==> src/rtl/ah_pktconv_pkg.sv <==
// rtl/ah_pktconv_pkg.sv - shared FSM encoding and width helper for the packet arbiter
package ah_pktconv_pkg;

  typedef enum logic {
    ST_IDLE   = 1'b0,
    ST_LOCKED = 1'b1
  } pc_state_t;

  // Bits needed to hold values 0..n-1, never less than one.
  function automatic int clog2w(input int n);
    int w;
    w = 1;
    while ((1 << w) < n) w = w + 1;
    return w;
  endfunction

endpackage

==> src/rtl/ah_rr_pick.sv <==
// rtl/ah_rr_pick.sv - stateless round-robin pick: first set request at or after i_ptr, with wrap
module ah_rr_pick
  import ah_pktconv_pkg::*;
#(
  parameter int NREQ = 4,
  parameter int IW   = clog2w(NREQ)
) (
  input  logic [NREQ-1:0] i_req,
  input  logic [IW-1:0]   i_ptr,
  output logic [NREQ-1:0] o_onehot,
  output logic [IW-1:0]   o_idx
);

  logic [NREQ-1:0] w_rot;
  int              w_off;
  int              w_sum;

  // Rotating the doubled vector puts the pointer position at bit 0.
  assign w_rot = NREQ'({i_req, i_req} >> i_ptr);

  always_comb begin
    w_off = 0;
    for (int k = NREQ - 1; k >= 0; k--) begin
      if (w_rot[k]) w_off = k;
    end
    w_sum = int'(i_ptr) + w_off;
    if (w_sum >= NREQ) w_sum = w_sum - NREQ;
    o_idx    = IW'(w_sum);
    o_onehot = (w_rot != '0) ? (NREQ'(1) << o_idx) : '0;
  end

endmodule

==> src/rtl/ah_pktconv_arbiter.sv <==
// rtl/ah_pktconv_arbiter.sv - packet-locked round-robin arbiter feeding one width converter
module ah_pktconv_arbiter
  import ah_pktconv_pkg::*;
#(
  parameter int  NREQ     = 4,
  parameter int  DW       = 32,
  parameter int  MAXBEATS = 64,
  localparam int IW       = clog2w(NREQ),
  localparam int CW       = clog2w(MAXBEATS + 1)
) (
  input  logic               clk,
  input  logic               rstn,
  input  logic [NREQ*DW-1:0] req_data,
  input  logic [NREQ-1:0]    req_valid,
  input  logic [NREQ-1:0]    req_last,
  output logic [NREQ-1:0]    req_ready,
  output logic [DW-1:0]      out_data,
  output logic               out_valid,
  output logic               out_last,
  input  logic               out_ready,
  output logic [IW-1:0]      grant_id,
  output logic               busy,
  output logic               err_overlen
);

  pc_state_t       r_state;
  pc_state_t       w_state_nxt;
  logic [IW-1:0]   r_grant_id;
  logic [IW-1:0]   r_last_grant;
  logic [CW-1:0]   r_cnt;
  logic            r_err;

  logic [IW-1:0]   w_ptr;
  logic [IW-1:0]   w_pick_idx;
  logic [NREQ-1:0] w_pick_onehot;
  logic            w_pick_any;
  logic            w_locked;
  logic            w_sel_valid;
  logic            w_sel_last;
  logic            w_cap;
  logic            w_xfer;
  logic            w_end;
  logic            w_forced;

  assign w_ptr = (r_last_grant == IW'(NREQ - 1)) ? '0 : r_last_grant + 1'b1;

  ah_rr_pick #(
    .NREQ (NREQ),
    .IW   (IW)
  ) u_pick (
    .i_req    (req_valid),
    .i_ptr    (w_ptr),
    .o_onehot (w_pick_onehot),
    .o_idx    (w_pick_idx)
  );

  assign w_pick_any  = |w_pick_onehot;
  assign w_locked    = (r_state == ST_LOCKED);
  assign w_sel_valid = req_valid[r_grant_id];
  assign w_sel_last  = req_last[r_grant_id];
  // The beat that would reach MAXBEATS is closed as the packet's last.
  assign w_cap       = (r_cnt == CW'(MAXBEATS - 1));

  assign out_data    = req_data[r_grant_id*DW +: DW];
  assign out_valid   = w_locked & w_sel_valid;
  assign out_last    = w_locked & (w_sel_last | w_cap);
  assign req_ready   = w_locked ? (NREQ'(out_ready) << r_grant_id) : '0;
  assign w_xfer      = out_valid & out_ready;
  assign w_end       = w_xfer & out_last;
  assign w_forced    = w_xfer & w_cap & ~w_sel_last;

  assign grant_id    = r_grant_id;
  assign busy        = w_locked;
  assign err_overlen = r_err;

  always_comb begin
    w_state_nxt = r_state;
    case (r_state)
      ST_IDLE:   if (w_pick_any) w_state_nxt = ST_LOCKED;
      ST_LOCKED: if (w_end) w_state_nxt = ST_IDLE;
      default:   w_state_nxt = ST_IDLE;
    endcase
  end

  always_ff @(posedge clk or negedge rstn) begin
    if (!rstn) r_state <= ST_IDLE;
    else       r_state <= w_state_nxt;
  end

  always_ff @(posedge clk or negedge rstn) begin
    if (!rstn) begin
      r_grant_id   <= '0;
      r_last_grant <= IW'(NREQ - 1);
      r_cnt        <= '0;
      r_err        <= 1'b0;
    end else begin
      r_err <= w_forced;
      if (!w_locked && w_pick_any) begin
        r_grant_id <= w_pick_idx;
        r_cnt      <= '0;
      end else if (w_xfer) begin
        r_cnt <= r_cnt + 1'b1;
        if (w_end) r_last_grant <= r_grant_id;
      end
    end
  end

endmodule

==> config.mk <==
export PLATFORM = sky130hd
export DESIGN_NAME = ah_pktconv_arbiter
export DESIGN_NICKNAME = d
export VERILOG_FILES = /design/src/rtl/ah_pktconv_pkg.sv /design/src/rtl/ah_rr_pick.sv /design/src/rtl/ah_pktconv_arbiter.sv
export SDC_FILE = /design/constraint.sdc
export NUM_CORES = 1
export LEC_CHECK = 0
export CORE_MARGIN = 5
export CORE_UTILIZATION = 32
export CTS_CLUSTER_SIZE = 25
export DETAILED_ROUTE_END_ITERATION = 10
export HOLD_SLACK_MARGIN = 0.08
export PLACE_DENSITY = 0.87
export SYNTH_ARGS = -nofsm -noshare
export SYNTH_HDL_FRONTEND = slang
export SYNTH_HIERARCHICAL = 1
export SYNTH_SLANG_ARGS = --single-unit
==> constraint.sdc <==
create_clock -name clk -period 5.92 [get_ports clk]
set_clock_uncertainty 0.1 [all_clocks]
set_input_delay 1.184 -clock clk [delete_from_list [all_inputs] [get_ports clk]]
set_output_delay 1.184 -clock clk [all_outputs]
set_load 0.01 [all_outputs]
==> results.json <==
{
  "outcome": "finished, final reports clean",
  "avgSynthCellArea_sq_um": 12.1,
  "antenna_cells": 0,
  "cts_tree": "built",
  "endpoint": "out_valid",
  "hold_viol": 0,
  "fin_tns_setup_ps": 0,
  "syn_area_sq_um": 1790,
  "crit_buf_inv": 2,
  "min_period_over_period_pct": 72.4,
  "area_growth_pct": 104,
  "fillers": 437,
  "yosysWarnings": 6,
  "die_x_um": 84.8,
  "tightest_slew_ps": 799,
  "synth_top_area_share_pct": 42.7,
  "drt-vias-per-instance": 5.21,
  "ant_nets": 0,
  "synth_cells": 148,
  "clk_latency_ps": 240,
  "cts_buffers": 3,
  "cp_common_cell": "clkdlybuf4s50_1",
  "r2r_end": "r_cnt[4]",
  "crit_start": "req_valid[2]",
  "crit_family": "buffers and inverters",
  "grt_max_degree": 23,
  "gp_congestion": 0.931,
  "rsz0062_at_grt": "no",
  "irDropWorstVdd_uv": 391,
  "cp_data_arrival_time_ps": 3000,
  "ys_seq_elements": 13,
  "postSynth.asyncResetShare_pct": 100,
  "yosysTopAreaCell": "mux4_2",
  "synth_commonest_cells": "mux4_2, nor2_1, dfrtp_1, nand2_1, mux2i_1",
  "required_ps": 4640,
  "end_kind": "primary output",
  "post-cts-setup-buffers": 0,
  "cts.htree.levels": 1,
  "drv_slew": 0,
  "yosysUniqueCellTypes": 41,
  "min_period_ps": 4280,
  "p_per_area_nw_per_um2": 382,
  "grt_pass1_vias": 2132,
  "antenna_found_initial": 0,
  "drc": 0,
  "yosysSeqAreaShare_pct": 18.3,
  "ioPinCount": 181,
  "critical_path.max_fanout": 8,
  "synth_area_leaders": "mux4_2, dfrtp_1, mux2i_1",
  "cpPeakStageDelay_ps": 580,
  "syn-num-nets": 290,
  "dpl.hpwl_mm": 7.22,
  "rr_startpoint": "r_last_grant[0]",
  "wl_per_cell_um": 21.1,
  "cts_resized": 0,
  "cp-start-kind": "input pin",
  "crit_type": "in -> out",
  "first_iter_violations": 47,
  "dieHeight_um": 84.8,
  "num_vias": 2046,
  "root_buffer": "clkbuf_8",
  "drt_first_pass_iters": 4,
  "hp-class": "reg -> reg",
  "slowest_stage": "mux4_2",
  "start_util_pct": 32.7,
  "layout.cells.non_filler": 393,
  "synth_edf_count": 0,
  "maxCapViolCount": 0,
  "slew_headroom_pct": 46.7,
  "p_leak_nw": 1.36,
  "synth.most_common_cell": "mux4_2",
  "wl_mm": 8.27,
  "cp_cell_sequence": "clkdlybuf4s50_1 > mux4_2 > and2_1 > clkdlybuf4s50_1",
  "dp.cells": 389,
  "max_freq_ghz": 0.233,
  "ys.flop_type": "dfrtp_1",
  "grt_overflow": 0,
  "grt_pass1_wl_mm": 12.2,
  "num_rows": 27,
  "cts.path.max_buffers": 2,
  "worst-r2r-setup-slack_ps": 2590,
  "nNetsFinal": 464,
  "layout-drive-gt1-share_pct": 15.6,
  "ctsHoldBuffers": 0,
  "io_buffers": 180,
  "clk_pin_slew_worst_paths_ps": 60,
  "finalSetupViolCount": 0,
  "cp.depth": 4,
  "cts_sinks": 13,
  "reg2regPathDepth": 14,
  "grt.total_usage_pct": 21.9,
  "fp.dieArea_sq_um": 7200,
  "coreArea_sq_um": 5470
}
[metrics by stage]
stage	area [sq um]	setup slack [ps]	util, %	total power [mW]	hold WS (ps)
detailed placement	3610	1650	66.0	1.33	373
finish	3660	1640	66.8	1.40	376
CTS	3660	1640	66.8	1.41	380
global route	3660	1560	66.8	1.50	423
global placement	3610	1660	66.0	1.30	361
floorplan	1790	2760	-	0.883	345
[worst register-to-register path, stage by stage, from the launching register on]
cell and delay, ps:
dfstp_2 380, ha_1 180, nor2_1 460, nand2b_1 190, o22ai_1 80, o21ai_0 160
o221ai_1 140, ha_1 350, a21boi_0 250, nand2_1 130, mux2i_1 160, nor4_1 80
or2_2 340, o211ai_1 110, o31ai_1 90
[state kept, by name (all words and copies together), names as in the netlist]
name,flops
busy,1
err_overlen,1
grant_id,2
r_cnt,7
r_last_grant,2
[cell type report]
class | count | area, sq um | area share [%]
Inverter | 4 | 15.0 | 0.411
Multi-Input combinational cell | 118 | 1360 | 37.2
Sequential cell | 13 | 329 | 9.00
Clock buffer | 4 | 45.0 | 1.23
Tap cell | 72 | 90.1 | 2.46
Timing Repair Buffer | 182 | 1820 | 49.7
[layer usage]
metal / global-route usage, % / wire length, um
met4: 4.75 / 140
met1: 24.3 / 2980
met2: 41.9 / 4550
met5: 0 / 0
met3: 5.24 / 597
[cells by family after synthesis]
| family | Yosys count | synth area share (%) |
|---|---|---|
| multiplexers | 45 | 49.4 |
| AND/OR/NAND/NOR | 45 | 13.1 |
| AO/OA/AOI/OAI | 19 | 8.38 |
| buffers and inverters | 17 | 5.80 |
| flip-flops | 13 | 18.3 |
| XOR/XNOR | 6 | 2.93 |
| adder cells (fa/ha/maj) | 3 | 2.10 |
[cell usage in the layout (no fill, tap or decap), types with 2 or more instances in the layout]
| cell type | Yosys | final |
|---|---|---|
| clkdlybuf4s50_1 | 0 | 180 |
| mux4_2 | 34 | 34 |
| nor2_1 | 13 | 13 |
| nand2_1 | 11 | 11 |
| dfrtp_1 | 11 | 10 |
| mux2i_1 | 9 | 9 |
| inv_1 | 4 | 4 |
| xor2_1 | 4 | 4 |
| nand3_1 | 3 | 3 |
| o211ai_1 | 3 | 3 |
| o31ai_1 | 3 | 3 |
| o21ai_0 | 3 | 3 |
| ha_1 | 3 | 3 |
| clkbuf_8 | 0 | 3 |
| nand2b_1 | 3 | 3 |
| and2_1 | 2 | 2 |
| nand4_1 | 2 | 2 |
| nor4_1 | 2 | 2 |
| a21oi_1 | 2 | 2 |
| mux2_4 | 2 | 2 |
| buf_4 | 1 | 2 |
| dfstp_2 | 2 | 2 |
| o221ai_1 | 2 | 2 |
| xnor2_1 | 2 | 2 |
[worst min path at each step]
stage	startpoint	endpoint	slack [ps]	cells past startpoint
2_1_floorplan	r_cnt[4]	r_cnt[4]	340	1
3_3_place_gp	r_cnt[4]	r_cnt[4]	360	1
3_5_place_dp	r_cnt[4]	r_cnt[4]	370	1
4_1_cts	r_cnt[4]	r_cnt[4]	380	1
5_1_grt	r_cnt[4]	r_cnt[4]	420	1
6_report	r_cnt[4]	r_cnt[4]	380	1
[where the power goes]
part / leakage (nW) / internal (mW) / total, mW / switching, mW
logic: 1.17 / 0.656 / 1.12 / 0.465
clock network: 0.0228 / 0.0476 / 0.0795 / 0.0319
registers: 0.165 / 0.119 / 0.196 / 0.0775
(Power assumes the default switching activity.)
